## src/rtl/cola_pkg.sv

```systemverilog
// Command codes shared by the button queue and the snake movement state machine.
// Holds the code width, code constants, button indices and the fixed priority encoder.
package cola_pkg;

  localparam int CMD_W = 3;
  typedef logic [CMD_W-1:0] cmd_t;

  localparam cmd_t CMD_NADA      = 3'd0;
  localparam cmd_t CMD_ARRIBA    = 3'd1;
  localparam cmd_t CMD_ABAJO     = 3'd2;
  localparam cmd_t CMD_IZQUIERDA = 3'd3;
  localparam cmd_t CMD_DERECHA   = 3'd4;
  localparam cmd_t CMD_PAUSA     = 3'd5;

  // Bit positions of each button inside the event vector.
  localparam int NUM_BOTONES   = 5;
  localparam int BTN_ARRIBA    = 0;
  localparam int BTN_ABAJO     = 1;
  localparam int BTN_IZQUIERDA = 2;
  localparam int BTN_DERECHA   = 3;
  localparam int BTN_PAUSA     = 4;

  // Fixed priority: pause first, then up, down, left, right. Losers are discarded.
  function automatic cmd_t codificar(input logic [NUM_BOTONES-1:0] ev);
    cmd_t c;
    if (ev[BTN_PAUSA]) begin
      c = CMD_PAUSA;
    end else if (ev[BTN_ARRIBA]) begin
      c = CMD_ARRIBA;
    end else if (ev[BTN_ABAJO]) begin
      c = CMD_ABAJO;
    end else if (ev[BTN_IZQUIERDA]) begin
      c = CMD_IZQUIERDA;
    end else if (ev[BTN_DERECHA]) begin
      c = CMD_DERECHA;
    end else begin
      c = CMD_NADA;
    end
    return c;
  endfunction

endpackage

```

## src/rtl/cola_comandos_antirrebote.sv

```systemverilog
// antirrebote: single-button debouncer. A raw level must differ from the accepted level for
// DEB_CYCLES consecutive cycles before it is accepted; an accepted rising level raises a
// one-cycle flanco pulse in the same cycle the new level becomes visible.
module antirrebote #(
  parameter int DEB_CYCLES = 1000000
) (
  input  logic clk,
  input  logic rst,
  input  logic entrada,
  output logic nivel,
  output logic flanco
);

  localparam int CW = (DEB_CYCLES > 1) ? $clog2(DEB_CYCLES) : 1;
  localparam logic [CW-1:0] CNT_MAX = CW'(DEB_CYCLES - 1);
  localparam logic [CW-1:0] CNT_UNO = CW'(1);

  logic [CW-1:0] cnt_r;
  logic          nivel_r;
  logic          flanco_r;

  // Count consecutive disagreeing cycles; flip the level and clear when the run completes.
  always_ff @(posedge clk) begin
    if (rst) begin
      cnt_r    <= '0;
      nivel_r  <= 1'b0;
      flanco_r <= 1'b0;
    end else if (entrada != nivel_r) begin
      if (cnt_r == CNT_MAX) begin
        cnt_r    <= '0;
        nivel_r  <= entrada;
        flanco_r <= entrada;
      end else begin
        cnt_r    <= cnt_r + CNT_UNO;
        flanco_r <= 1'b0;
      end
    end else begin
      cnt_r    <= '0;
      flanco_r <= 1'b0;
    end
  end

  assign nivel  = nivel_r;
  assign flanco = flanco_r;

endmodule

```

## src/rtl/cola_comandos.sv

```systemverilog
// cola_comandos: debounces the five buttons, encodes one command per cycle by fixed priority and
// queues the codes in a DEPTH-entry FIFO whose head is shown on siguiente.
// Optional build macro: COLA_DESCARTE_REPETIDO_EN suppresses a code equal to the last one pushed.
module cola_comandos
  import cola_pkg::*;
#(
  parameter int DEPTH      = 4,
  parameter int DEB_CYCLES = 1000000
) (
  input  logic       clk,
  input  logic       rst,
  input  logic       arriba,
  input  logic       abajo,
  input  logic       izquierda,
  input  logic       derecha,
  input  logic       pausa,
  input  logic       consumir,
  output logic [2:0] siguiente,
  output logic       vacia,
  output logic       llena,
  output logic [7:0] descartes
);

  localparam int AW = $clog2(DEPTH);
  localparam logic [AW:0] PTR_UNO = (AW + 1)'(1);

  logic [NUM_BOTONES-1:0] crudo_s;
  logic [NUM_BOTONES-1:0] nivel_s;
  logic [NUM_BOTONES-1:0] flanco_s;
  logic [NUM_BOTONES-1:0] evento_s;

  cmd_t        mem_r [DEPTH];
  logic [AW:0] wr_ptr_r;
  logic [AW:0] rd_ptr_r;
  logic [7:0]  descartes_r;

  cmd_t codigo_s;
  logic repetido_s;
  logic vacia_s;
  logic llena_s;
  logic pop_s;
  logic push_s;
  logic drop_s;

  assign crudo_s[BTN_ARRIBA]    = arriba;
  assign crudo_s[BTN_ABAJO]     = abajo;
  assign crudo_s[BTN_IZQUIERDA] = izquierda;
  assign crudo_s[BTN_DERECHA]   = derecha;
  assign crudo_s[BTN_PAUSA]     = pausa;

  for (genvar i = 0; i < NUM_BOTONES; i++) begin : g_antirrebote
    antirrebote #(.DEB_CYCLES(DEB_CYCLES)) u_antirrebote (
      .clk     (clk),
      .rst     (rst),
      .entrada (crudo_s[i]),
      .nivel   (nivel_s[i]),
      .flanco  (flanco_s[i])
    );
  end

  // An event is a rising edge that has been accepted as the new debounced level.
  assign evento_s = flanco_s & nivel_s;
  assign codigo_s = codificar(evento_s);

`ifdef COLA_DESCARTE_REPETIDO_EN
  cmd_t ultimo_r;

  // Remember the last code actually written so an identical follow-up can be suppressed.
  always_ff @(posedge clk) begin
    if (rst) begin
      ultimo_r <= CMD_NADA;
    end else if (push_s) begin
      ultimo_r <= codigo_s;
    end else begin
      ultimo_r <= ultimo_r;
    end
  end

  assign repetido_s = (codigo_s == ultimo_r);
`else
  assign repetido_s = 1'b0;
`endif

  assign vacia_s = (wr_ptr_r == rd_ptr_r);
  assign llena_s = (wr_ptr_r[AW-1:0] == rd_ptr_r[AW-1:0]) && (wr_ptr_r[AW] != rd_ptr_r[AW]);

  // Push/pop/drop decisions; a pop on a full FIFO frees the slot for a same-cycle push.
  always_comb begin
    pop_s  = 1'b0;
    push_s = 1'b0;
    drop_s = 1'b0;
    pop_s = consumir && !vacia_s;
    if ((codigo_s != CMD_NADA) && !repetido_s) begin
      if (!llena_s || pop_s) begin
        push_s = 1'b1;
      end else begin
        drop_s = 1'b1;
      end
    end else begin
      push_s = 1'b0;
      drop_s = 1'b0;
    end
  end

  // Storage is not cleared on reset; the empty flag masks stale entries on siguiente.
  always_ff @(posedge clk) begin
    if (push_s) begin
      mem_r[wr_ptr_r[AW-1:0]] <= codigo_s;
    end
  end

  // Pointer update; the extra wrap bit distinguishes full from empty.
  always_ff @(posedge clk) begin
    if (rst) begin
      wr_ptr_r <= '0;
      rd_ptr_r <= '0;
    end else begin
      if (push_s) begin
        wr_ptr_r <= wr_ptr_r + PTR_UNO;
      end
      if (pop_s) begin
        rd_ptr_r <= rd_ptr_r + PTR_UNO;
      end
    end
  end

  // Saturating count of codes lost because the FIFO was full.
  always_ff @(posedge clk) begin
    if (rst) begin
      descartes_r <= 8'd0;
    end else if (drop_s && (descartes_r != 8'hFF)) begin
      descartes_r <= descartes_r + 8'd1;
    end else begin
      descartes_r <= descartes_r;
    end
  end

  assign siguiente = vacia_s ? CMD_NADA : mem_r[rd_ptr_r[AW-1:0]];
  assign vacia     = vacia_s;
  assign llena     = llena_s;
  assign descartes = descartes_r;

endmodule

```

## config.mk

```make
export PLATFORM = sky130hd
export DESIGN_NAME = cola_comandos
export DESIGN_NICKNAME = d
export VERILOG_FILES = /design/src/rtl/cola_pkg.sv /design/src/rtl/cola_comandos_antirrebote.sv /design/src/rtl/cola_comandos.sv
export SDC_FILE = /design/constraint.sdc
export NUM_CORES = 1
export LEC_CHECK = 0
export CORE_AREA = 2 2 124 186
export CTS_CLUSTER_DIAMETER = 100
export CTS_CLUSTER_SIZE = 30
export DETAILED_ROUTE_END_ITERATION = 10
export DIE_AREA = 0 0 126 188
export DONT_BUFFER_PORTS = 1
export SLEW_MARGIN = 20
export SYNTH_ARGS = -nofsm -noshare
export SYNTH_HDL_FRONTEND = slang
export SYNTH_HIERARCHICAL = 1
export SYNTH_SLANG_ARGS = --single-unit
```

## constraint.sdc

```tcl
create_clock -name clk -period 1.8 [get_ports clk]
set_clock_uncertainty 0.05 [all_clocks]
set_input_delay 0.18 -clock clk [delete_from_list [all_inputs] [get_ports clk]]
set_output_delay 0.18 -clock clk [all_outputs]
set_load 0.02 [all_outputs]
```

==> results of run 1 <==
-- per-layer routing --
metal | vias up | global-route usage [%] | wire (um)
li1 | 2940 | - | -
met3 | 20 | 3.02 | 364
met1 | 2759 | 14.5 | 6430
met2 | 62 | 25.0 | 8310
met5 | - | 0 | 0
met4 | 0 | 5.07 | 269
-- area by class of cell --
type | instances | share of cell area [%]
clock inverters | 11 | 1.74
well taps | 276 | 3.87
flip-flops and latches | 138 | 32.6
multi-input cells | 548 | 41.8
inverters | 17 | 0.716
clock buffers | 21 | 5.64
diodes | 1 | 0.0281
repair buffers | 147 | 13.6
-- worst min path at each step --
| stage | startpoint | to | slack [ns] |
|---|---|---|---|
| finish | consumir | rd_ptr_r[2] | 0.01 |
| global route | consumir | flop | 0.04 |
| global placement | rst | wr_ptr_r[1] | 0.20 |
| detailed placement | rst | wr_ptr_r[1] | 0.21 |
| CTS | consumir | rd_ptr_r[2] | 0.006 |
| floorplan | rst | g_antirrebote[0].u_antirrebote/nivel | 0.20 |
-- layout by cell type (no fill, tap or decap), drive strengths merged, types with 6 or more instances in the layout --
cell type,synthesis,layout
o21ai,33,33
edfxtp,12,12
nand2,33,33
nor2b,9,9
and4,6,6
nand4,23,23
nor3,9,9
xnor2,41,41
dfxtp,126,126
or3,30,30
or4,24,24
a31o,10,10
inv,17,19
dlygate4sd3,0,7
nor2,95,95
buf,11,140
and3,20,20
o31ai,9,9
clkbuf,4,21
nor4,24,24
a21oi,46,46
nand3,67,67
ha,11,11
xor2,25,25
-- critical path: stages, from the launching register on --
cell     delay (ns)
dfxtp_2        0.32
or4_4          0.53
or4_4          0.45
o21ai_4        0.23
buf_6          0.18
nor2_2         0.04
-- through the flow --
step	instances	setup TNS, ns
floorplan	718	-4.08
global placement	1113	-5.25
detailed placement	1113	-6.56
CTS	1156	-7.06
global route	1159	-12.25
finish	1159	-7.15
-- what timing repair did --
action | CTS | global route
hold buffers | 8 | 0
endpoints found under the setup margin | 112 | 112
pin swaps | 11 | 6
buffers inserted | 0 | 1
cloned | 3 | 1
hold endpoints to repair | 31 | 0
gates resized for setup | 53 | 38
-- registers in the layout, indices dropped and copies added (netlist names), named ones only --
register and cells:
descartes 8, g_antirrebote.u_antirrebote/cnt_r 100, g_antirrebote.u_antirrebote/flanco 5, g_antirrebote.u_antirrebote/nivel 5, mem_r 12, rd_ptr_r 3, wr_ptr_r 3
-- synthesized netlist by cell type (all sizes together) (2+ instances only) --
cell,instances,area share (%)
dfxtp,126,39
nor2,95,5.5
nand3,67,5.1
a21oi,46,3.5
xnor2,41,5.5
nand2,33,1.9
o21ai,33,3.4
or3,30,2.9
xor2,25,3.4
nor4,24,2.3
or4,24,3.1
nand4,23,2.2
and3,20,2.0
inv,17,0.98
edfxtp,12,5.5
buf,11,1.0
ha,11,2.1
a31o,10,1.3
nor2b,9,0.86
nor3,9,0.77
o31ai,9,1.0
and4,6,0.81
mux2,5,0.86
nand4bb,5,0.86
nor4b,5,0.67
or3b,5,0.67
clkbuf,4,0.69
mux4,3,1.0
a22oi,2,0.23
mux2i,2,0.31
nand2b,2,0.19
-- power groups by stage --
stage / Sequential [mW] / Combinational, mW / Clock [mW]
5_1_grt: 3.11 / 0.202 / 4.04
6_report: 3.11 / 0.186 / 3.81
3_3_place_gp: 3.18 / 0.120 / 0
2_1_floorplan: 3.18 / 0.0751 / 0
4_1_cts: 3.11 / 0.176 / 3.90
3_5_place_dp: 3.18 / 0.120 / 0
-- logic make-up (layout without fill, tap and decap cells) --
logic type,count (synthesis),count (layout)
buffers and inverters,32,196
adder cells (fa/ha/maj),11,11
other,0,1
XOR/XNOR,66,66
flip-flops,138,138
multiplexers,10,10
AO/OA/AOI/OAI,103,103
AND/OR/NAND/NOR,358,358
==> results.py, run 1 <==
metrics = {
    "finish": {
        "utilization_pct": 40.3,
        "nFillCells": 2245,
        "nets": 888,
        "seq_area_sq_mm": 0.00291,
        "fin_area_sq_mm": 0.00892,
        "multi_input_area_sq_mm": 0.00372,
        "layout-drive-gt1-share_pct": 32.2,
        "areaGrowthSynthToFinish_pct": 37.0,
    },
    "worst_setup_path": {
        "reg2reg_depth": 5,
        "crit_type": "flop to flop",
        "r2r_slack_ns": -0.12,
        "critPathMaxFanout": 5,
        "crit_path_start_kind": "flop",
        "arrival_ns": 2.18,
        "r2r-end": "g_antirrebote[2].u_antirrebote/cnt_r[10]",
        "critical_path.startpoint": "g_antirrebote[2].u_antirrebote/cnt_r[13]",
        "rr_startpoint": "g_antirrebote[2].u_antirrebote/cnt_r[13]",
        "crit_path_end_kind": "flop",
        "worst-endpoint-required_ns": 2.06,
        "crit_path_end": "g_antirrebote[2].u_antirrebote/cnt_r[10]",
    },
    "die": {
        "die-height_um": 188,
        "io-pin-count": 21,
        "core-area_sq_mm": 0.0221,
        "die_area_sq_mm": 0.0237,
        "rows": 67,
        "fp.dieW_um": 126,
        "start_util_pct": 29.4,
    },
    "synth": {
        "synth-xor-area-share_pct": 8.88,
        "yosys.area_share.simple_pct": 29.9,
        "synth_compound_area_share_pct": 9.93,
        "synth_warnings": 6,
        "ys_seq_area_share_pct": 44.3,
        "ys_types": 42,
        "synthAdderAreaFrac_pct": 2.11,
        "async_flop_share_pct": 0,
        "syn-instance-count": 718,
        "synth_enable_flop_cells": 12,
        "synthesis.area_sq_mm": 0.00651,
        "synth-main-ff-cell": "dfxtp_1",
        "synth_mux_area_share_pct": 2.21,
        "syn_area_per_cell_sq_um": 9.07,
        "synth_seq_cells": 138,
        "synth_fp_nets": 737,
        "synth_top_family_by_area": "simple AND/OR/NAND/NOR gates",
    },
    "clock_network": {
        "clockRootBuffer": "clkbuf_16",
        "cts.path.max_buffers": 2,
        "insertion_delay_ns": 0.42,
        "cts-htree-levels": 4,
        "clkSlewWorstSetupHoldPaths_ns": 0.06,
        "cts_tree": "done",
        "clock-sinks": 138,
        "numCtsBuffers": 17,
    },
    "timing": {
        "hold_viol_final": 0,
        "max_slew.worst_pin.slew_ns": 0.473,
        "slew_headroom_pct": 68.2,
        "finalWorstSetupSlack_ns": -0.116,
        "min_period_over_period_pct": 106,
        "rsz0062_at_grt": "yes",
        "finalCriticalPeriod_ns": 1.92,
        "drv_slew": 0,
        "timing.hold.ws_ns": 0.0130,
        "setup_viol": 110,
        "max_freq_mhz": 522,
    },
    "detailed_routing": {
        "routedWlPerCell_um": 13.3,
        "ant_nets": 0,
        "wirelength_um": 15400,
        "drtPass1Iterations": 4,
        "vias": 5781,
        "drc": 0,
        "vias_per_cell": 4.99,
        "drtIter0Drc": 220,
    },
    "placement": {
        "gp_congestion": 0.777,
        "preCtsSetupSlack_ns": -0.218,
        "dpl.hpwl_um": 11000,
        "placed_area_sq_mm": 0.00780,
        "numPortBuffers": 0,
    },
    "power_and_ir_drop": {
        "powerDensity_mw_per_mm2": 797,
        "p_clk_share_pct": 53.6,
        "ir_worst_vdd_uv": 524,
        "seqPwrFrac_pct": 43.7,
        "switching_share_pct": 20.9,
        "combPwrFrac_pct": 2.6,
        "power_leakage_nw": 3.00,
        "intPower_mw": 5.62,
        "power_mw": 7.10,
        "switchingPower_mw": 1.49,
    },
    "grt": {
        "overflow": 0,
        "antenna_found_initial": 1,
        "grt_usage_pct": 13.4,
        "grt_pass1_wl_um": 26100,
        "grt_max_degree": 37,
        "grt_pass1_vias": 5734,
    },
    "outcome": {
        "violations": "negative setup slack",
        "status": "finished, violations left",
    },
    "hold_path": {
        "min_path_cells": 3,
        "hp-class": "input pin to flop",
    },
    "job": {
        "maxCapViolCount": 0,
    },
}
(Power assumes the default switching activity.)
==> run 2: changes to the inputs <==
Settings changed: CTS_CLUSTER_DIAMETER 100 to 200.
==> results of run 2 <==
The final DEF is identical to that of run 1; final timing and power are the same.
==> run 3: changes to the inputs <==
Settings changed: PLACE_DENSITY set to 0.51.
==> results.py, run 3 (synthesized netlist as in run 1, its figures left out) <==
metrics = {
    "outcome": {
        "status": "finished, violations left",
        "violations": "negative setup slack",
    },
    "worst_setup_path": {
        "cp_slowest_cell": "or4_4",
        "crit_path_end_kind": "flop",
        "crit_type": "flop to flop",
        "crit_path_start_kind": "flop",
        "critPathMaxFanout": 6,
        "arrival_ns": 2.18,
        "r2r_slack_ns": -0.13,
        "path_cells": "buf_6 -> or4_4 -> or4_4 -> o21ai_4 -> buf_6 -> a21oi_2",
        "worst-endpoint-required_ns": 2.05,
        "cpPeakStageDelay_ns": 0.45,
        "critical_path.startpoint": "g_antirrebote[1].u_antirrebote/cnt_r[8]",
        "rr_startpoint": "g_antirrebote[1].u_antirrebote/cnt_r[8]",
    },
    "grt": {
        "grt_usage_pct": 13.8,
        "antenna_found_initial": 0,
        "overflow": 0,
        "use_met3_pct": 2.74,
        "grt_pass1_wl_um": 26900,
        "grt_max_degree": 37,
        "grt_busiest_layer": "met2",
        "use_met1_pct": 15.0,
        "grt_pass1_vias": 5886,
        "met2_usage_pct": 25.5,
    },
    "die": {
        "io-pin-count": 21,
        "start_util_pct": 29.4,
        "die_area_sq_mm": 0.0237,
        "rows": 67,
        "fp.dieW_um": 126,
        "die-height_um": 188,
        "core-area_sq_mm": 0.0221,
    },
    "timing": {
        "max_slew.worst_pin.slew_ns": 0.461,
        "max_freq_mhz": 518,
        "hold_viol_final": 0,
        "min_period_over_period_pct": 107,
        "drv_slew": 0,
        "finalWorstSetupSlack_ns": -0.131,
        "slew_headroom_pct": 69.0,
        "rsz0062_at_grt": "yes",
        "setup_viol": 114,
        "finalCriticalPeriod_ns": 1.93,
        "tns_ns": -8.01,
    },
    "detailed_routing": {
        "vias_per_cell": 4.90,
        "drtPass1Iterations": 5,
        "routedWlPerCell_um": 13.4,
        "wirelength_um": 15600,
        "drc": 0,
        "drtIter0Drc": 169,
        "vias": 5699,
        "ant_nets": 0,
    },
    "finish": {
        "layout-drive-gt1-share_pct": 33.1,
        "largest_register_ff_count": 100,
        "areaGrowthSynthToFinish_pct": 37.3,
        "largest_register": "g_antirrebote.u_antirrebote/cnt_r",
        "utilization_pct": 40.4,
        "layout_common_cells": "buf_4, dfxtp_1, nor2_1",
        "nets": 892,
        "antenna_cells": 0,
        "fin_area_sq_mm": 0.00894,
        "final_common_cell": "buf_4",
    },
    "placement": {
        "gp_congestion": 0.784,
        "preCtsSetupSlack_ns": -0.165,
        "placed_area_sq_mm": 0.00783,
        "numPortBuffers": 0,
        "dpl.hpwl_um": 11200,
    },
    "clock_network": {
        "cts_tree": "done",
        "cts-htree-levels": 4,
        "clock-sinks": 138,
        "clkSlewWorstSetupHoldPaths_ns": 0.06,
        "clockRootBuffer": "clkbuf_16",
        "insertion_delay_ns": 0.42,
        "cts.path.max_buffers": 2,
        "numCtsBuffers": 17,
    },
    "power_and_ir_drop": {
        "powerDensity_mw_per_mm2": 759,
        "ir_worst_vdd_uv": 587,
        "power_leakage_nw": 3.02,
    },
    "job": {
        "maxCapViolCount": 0,
    },
    "hold_path": {
        "hp-class": "input pin to flop",
        "holdCritStartpoint": "consumir",
    },
}
run 3: worst max-delay path, delay by kind of cell (launching register included):
| family | cells | cell delay, ns |
|---|---|---|
| and+or+nand+nor | 2 | 0.87 |
| DFF | 1 | 0.33 |
| buffers and inverters | 2 | 0.28 |
| AOI/OAI and AO/OA | 2 | 0.27 |
run 3: report_power, final:
group	switching, mW	internal (mW)
Combinational	0.0973	0.0839
Clock	1.33	2.16
Sequential	0.00620	3.10
run 3: final cells by class:
| class | instances | area [sq um] |
|---|---|---|
| multi-input combinational | 548 | 3770 |
| tap | 276 | 345 |
| timing repair buffer | 151 | 1250 |
| clock buffer | 19 | 433 |
| clock inverter | 13 | 153 |
| sequential | 138 | 2920 |
| inverter | 17 | 63.8 |
| fill | 2244 | 13200 |
run 3: worst paths after layout:
path | end | cells past startpoint
setup / recovery | g_antirrebote[1].u_antirrebote/cnt_r[17] | 6
hold / removal | rd_ptr_r[2] | 3
setup reg to reg | g_antirrebote[1].u_antirrebote/cnt_r[17] | 6
hold reg to reg | g_antirrebote[0].u_antirrebote/cnt_r[18] | 2
run 3: timing repair:
item                                    CTS  global route
pin swaps                                10             2
hold buffers                              8             0
endpoints found under the setup margin  120           122
buffers inserted                          1             2
hold endpoints to repair                 31             0
cloned                                    3             0
gates resized for setup                  68            42
run 3: layer usage:
layer / vias to the layer above / wire, um
met5: - / 0
met4: 0 / 371
met3: 29 / 342
met2: 62 / 8350
met1: 2666 / 6530
li1: 2942 / -
run 3: stage by stage:
| step | std cells | power, mW | hold slack (ns) |
|---|---|---|---|
| global placement | 1116 | 3.30 | 0.211 |
| finish | 1162 | 6.78 | 0.00982 |
| global route | 1162 | 7.05 | 0.0666 |
| CTS | 1160 | 6.91 | 0.00642 |
| detailed placement | 1116 | 3.30 | 0.213 |
| floorplan | 718 | 3.26 | 0.199 |
